File: config.mk
export PLATFORM = sky130hd
export DESIGN_NAME = ram_wb
export DESIGN_NICKNAME = d
export VERILOG_FILES = /design/src/rtl/cpu15_pkg.sv /design/src/rtl/ram_wb.sv
export SDC_FILE = /design/constraint.sdc
export NUM_CORES = 1
export LEC_CHECK = 0
export CORE_MARGIN = 2
export CORE_UTILIZATION = 50
export CTS_CLUSTER_SIZE = 30
export DETAILED_ROUTE_END_ITERATION = 6
export MAX_ROUTING_LAYER = met4
export PLACE_DENSITY = 0.84
export SLEW_MARGIN = 5
export SYNTH_ARGS = -nofsm -noshare
export SYNTH_HDL_FRONTEND = slang
export SYNTH_SLANG_ARGS = --single-unit
File: constraint.sdc
create_clock -name CLK_WB -period 2.4 [get_ports CLK_WB]
set_input_delay 0.36 -clock CLK_WB [delete_from_list [all_inputs] [get_ports CLK_WB]]
set_output_delay 0.36 -clock CLK_WB [all_outputs]
set_load 0.01 [all_outputs]
File: src/rtl/cpu15_pkg.sv
// Shared cpu15 constants and types for the data memory write-back stage
// and the read decoder.
package cpu15_pkg;

   localparam int         RAM_WORDS = 8;
   localparam int         CNT_W     = $clog2(RAM_WORDS);
   localparam logic [7:0] IO64_ADDR = 8'h40;
   localparam logic [7:0] IO65_ADDR = 8'h41;

   typedef enum logic {
      IDLE  = 1'b0,
      CLEAR = 1'b1
   } wb_state_e;

endpackage

File: src/rtl/ram_wb.sv
// cpu15 write-back stage: eight data RAM words plus the output port register,
// one handshaked write per cycle, and an 8-cycle clear sequencer.
module ram_wb
   import cpu15_pkg::*;
#(
   parameter int                DATA_W      = 16,
   parameter int                ADDR_W      = 8,
   parameter logic [ADDR_W-1:0] IO_OUT_ADDR = ADDR_W'(IO64_ADDR)
) (
   input  logic              CLK_WB,
   input  logic              RST,
   input  logic [ADDR_W-1:0] RAM_AD_IN,
   input  logic [DATA_W-1:0] RAM_DATA_IN,
   input  logic              RAM_WEN,
   input  logic              CLR_REQ,
   output logic              RAM_RDY,
   output logic              WR_ERR,
   output logic [DATA_W-1:0] RAM_0,
   output logic [DATA_W-1:0] RAM_1,
   output logic [DATA_W-1:0] RAM_2,
   output logic [DATA_W-1:0] RAM_3,
   output logic [DATA_W-1:0] RAM_4,
   output logic [DATA_W-1:0] RAM_5,
   output logic [DATA_W-1:0] RAM_6,
   output logic [DATA_W-1:0] RAM_7,
   output logic [DATA_W-1:0] IO64_OUT
);

   wb_state_e         state_q, state_d;
   logic [CNT_W-1:0]  cnt_q;
   logic [DATA_W-1:0] mem_q [RAM_WORDS];
   logic [DATA_W-1:0] io_q;
   logic              rdy_q;
   logic              err_q;

   logic              accept;
   logic              hit_ram;
   logic              hit_io;

   // State register.
   always_ff @(posedge CLK_WB) begin
      if (RST) state_q <= IDLE;
      else     state_q <= state_d;
   end

   // Next-state logic; CLR_REQ only matters in IDLE.
   always_comb begin
      // NOTE: default first so every path assigns state_d and no latch is inferred.
      state_d = state_q;
      unique case (state_q)
         IDLE:    if (CLR_REQ) state_d = CLEAR;
         CLEAR:   if (cnt_q == CNT_W'(RAM_WORDS - 1)) state_d = IDLE;
         default: state_d = IDLE;
      endcase
   end

   // Write decode; the address is compared on every bit, so nothing aliases.
   always_comb begin
      accept  = RAM_WEN && rdy_q;
      hit_ram = (RAM_AD_IN < ADDR_W'(RAM_WORDS));
      hit_io  = (RAM_AD_IN == IO_OUT_ADDR);
   end

   // Storage, handshake and error flags. Writes only land in IDLE and the
   // clear only runs in CLEAR, so the two never target the array together.
   always_ff @(posedge CLK_WB) begin
      if (RST) begin
         // NOTE: the array is plain flops, so it can be reset; software expects zeros after reset.
         for (int i = 0; i < RAM_WORDS; i++) mem_q[i] <= '0;
         io_q  <= '0;
         cnt_q <= '0;
         rdy_q <= 1'b1;
         err_q <= 1'b0;
      end else begin
         // NOTE: non-blocking throughout so every flop samples pre-edge values.
         rdy_q <= (state_d == IDLE);
         err_q <= accept && !hit_ram && !hit_io;
         if (accept && hit_ram) mem_q[RAM_AD_IN[CNT_W-1:0]] <= RAM_DATA_IN;
         if (accept && hit_io)  io_q <= RAM_DATA_IN;
         if (state_q == CLEAR) begin
            mem_q[cnt_q] <= '0;
            cnt_q        <= cnt_q + 1'b1;
         end else begin
            cnt_q <= '0;
         end
      end
   end

   assign RAM_RDY  = rdy_q;
   assign WR_ERR   = err_q;
   assign IO64_OUT = io_q;
   assign RAM_0    = mem_q[0];
   assign RAM_1    = mem_q[1];
   assign RAM_2    = mem_q[2];
   assign RAM_3    = mem_q[3];
   assign RAM_4    = mem_q[4];
   assign RAM_5    = mem_q[5];
   assign RAM_6    = mem_q[6];
   assign RAM_7    = mem_q[7];

endmodule

==> qor.txt <==
status: complete, no violations
Syn Inst Count: 695
1st-pass router iterations: 5
Die Height: 122 microns
clk_skew: 5.12 ps
number of synthesized flops with an enable pin: 0
Reg power frac: 0.460
Critical Path Source Type: register
Worst-path clk slew: 60 ps
Place WS: 45.7 ps
setup repair bufs after CTS: 0
worst setup path startpoint: cnt_q[0]
Vias/cell: 5.85
DRC: 0
RR Startpoint: cnt_q[0]
Period minus WS final: 2030 ps
Avg WL per Cell: 20.6 microns
crit path DAT: 2330 ps
row count: 43
Root Driver: clkbuf_16
initial antenna violation count: 0
VDD IR max: 360 uV
DR iter-0 viols: 613
endpoint class of the critical path: register
post-route worst setup slack: 369 ps
GRT Util Overall: 0.292
Final Max Slew Viols: 0
Avg Cell Area, Syn: 10.0 sq um
PwrDens: 578 nW/um^2
YS warnings: 0
Worst-Margin Slew: 1200 ps
r2r setup slk: 370 ps
post-cts resize count: 0
Nets: 869
Initial Util: 0.506
Netlist cell types: 34
Die Span X: 122 microns
fill count: 1049
critical path's slowest cell: or4b_1
Longest Clk Path Bufs: 2
clock latency on the worst-skew pair: 420 ps
ys flop type: dfxtp_1
CP cell instances: or4b_1, o21ai_0, mux2i_1
antenna-violating nets left: 0
hold buffer count at cts: 0
number of synthesized register bits: 150
worst hold path startpoint: RST
largest net degree at the start of global routing: 164
sequential area share after synthesis: 0.431
top-count cell post-synth: dfxtp_1
share of cells above drive strength 1: 0.0694
die area: 14900 sq um
logic gate share of total power: 0.066
Synth top cells by count: dfxtp_1 (150), mux2i_1 (144), nand3b_1 (113)
final setup fails: 0
Synth area leader: dfxtp_1
Ports: 174
Worst Hold Class: in2reg
Placed Area: 8870 sq um
area of the multi-input gates: 3620 sq um
Worst path max stage delay: 1000 ps
RSZ-0062 raised after global routing: false
DP HPWL: 13200 microns
Reg area: 3000 sq um
Synth top area share: 0.431
cell area after synthesis: 6970 sq um
maximum fanout along the worst path: 32
core area: 13800 sq um
Final Cell Area: 9430 sq um
NetSw: 1220 uW
Ant. Diodes: 0
Area Overhead vs Synth: 35.3%
grt ovf: 0
Placer Congestion: 0.871
Worst Path Class, Setup: reg2reg
CTS tree: done
Syn Nets: 725
first-pass GRT wire length: 31900 microns
PortBufs: 173
CTS buffer count: 17
FMAX: 0.492 GHz
internal power: 4240 uW
Worst Path Required: 2700 ps
vias in the first global route: 5673
Post-Route Setup TNS: 0 ps
asr flop ratio synth: 0
DRT Wirelength: 21200 microns
number of H-tree levels: 4
Vias: 6024
TritonCTS sink count: 150
leakage dissipation: 0.00303 uW
final hold violations: 0
synth top area cells: dfxtp_1 (43%), mux2i_1 (21%), nand3b_1 (12%)
sw frac: 0.223
period utilization: 0.846
Worst slew margin: 0.202
clock share of power: 0.474
Max-Cap Viols: 0
## worst max-delay path: cells and delay by family (launching register included)
family	cells	cell delay, ps
and+or+nand+nor	1	1000
AOI/OAI and AO/OA	1	350
DFF	1	430
muxes	1	110
## power groups by stage
stage / combinational, uW / sequential, uW / clock [uW]
floorplan: 197 / 2560 / 0
global placement: 342 / 2560 / 0
detailed placement: 351 / 2560 / 0
CTS: 353 / 2510 / 2610
global route: 383 / 2510 / 2710
finish: 360 / 2510 / 2590
## routing by layer
| metal | vias to the layer above | part of all wire | wire (microns) | track usage |
|---|---|---|---|---|
| met3 | 31 | 0.087 | 1840 | 0.0684 |
| met2 | 291 | 0.46 | 9740 | 0.426 |
| li1 | 2766 | - | - | - |
| met5 | - | 0 | 0 | - |
| met1 | 2936 | 0.43 | 9110 | 0.395 |
| met4 | 0 | 0.024 | 501 | 0.106 |
## stage by stage
step / hold WS (ps) / cells / util / power [uW]
after global placement: 452 / 1000 / 0.644 / 2900
after floorplan: 479 / 695 / - / 2750
final: 156 / 1030 / 0.685 / 5450
after CTS: 143 / 1030 / 0.685 / 5470
after global routing: 152 / 1030 / 0.685 / 5600
after detailed placement: 459 / 1000 / 0.644 / 2910
## cell families after synthesis
kind of cell | after synthesis | share of synthesized area
simple gates | 196 | 0.214
flops | 150 | 0.431
mux | 144 | 0.207
compound gates | 131 | 0.0951
buf+inv | 72 | 0.0504
fa+ha+maj | 2 | 0.00359
## final cells by class
type,count,share of cell area
flip-flops and latches,150,0.318
clock inverters,4,0.00743
multi-input cells,473,0.384
inverters,2,0.000796
clock buffers,26,0.0519
well taps,180,0.0239
repair buffers,195,0.214
## state kept, by name, summed over array words and instances, names as in the netlist
register / flops
mem_q: 128
IO64_OUT: 16
cnt_q: 3
RAM_RDY: 1
WR_ERR: 1
state_q: 1
## cell usage in the layout (no fill, tap or decap)
cell type,n
clkbuf_16,17
inv_2,1
clkbuf_8,3
nor3_1,1
nand4b_1,3
or4_4,1
nand3_1,1
buf_12,10
nand3b_1,113
or3_1,1
o21ai_0,112
clkbuf_1,6
dfxtp_1,150
bufinv_16,2
nor3b_1,1
nand4bb_1,4
buf_4,13
clkinv_2,2
inv_1,1
mux2i_1,144
a211o_1,1
nor3_4,1
clkdlybuf4s50_1,172
nand2_1,19
o21ai_1,16
or2_2,1
or3b_1,1
nand2b_1,36
nor4_4,8
nor2_1,1
or4b_1,1
or2_1,1
and3b_1,2
ha_1,2
a41oi_1,1
a21oi_1,1
## final timing paths
kind	to	cells past startpoint
max	mem_q[0][13]	3
min	cnt_q[0]	2
max reg2reg	mem_q[0][13]	3
min reg2reg	mem_q[7][7]	2
(Power assumes the default switching activity.)
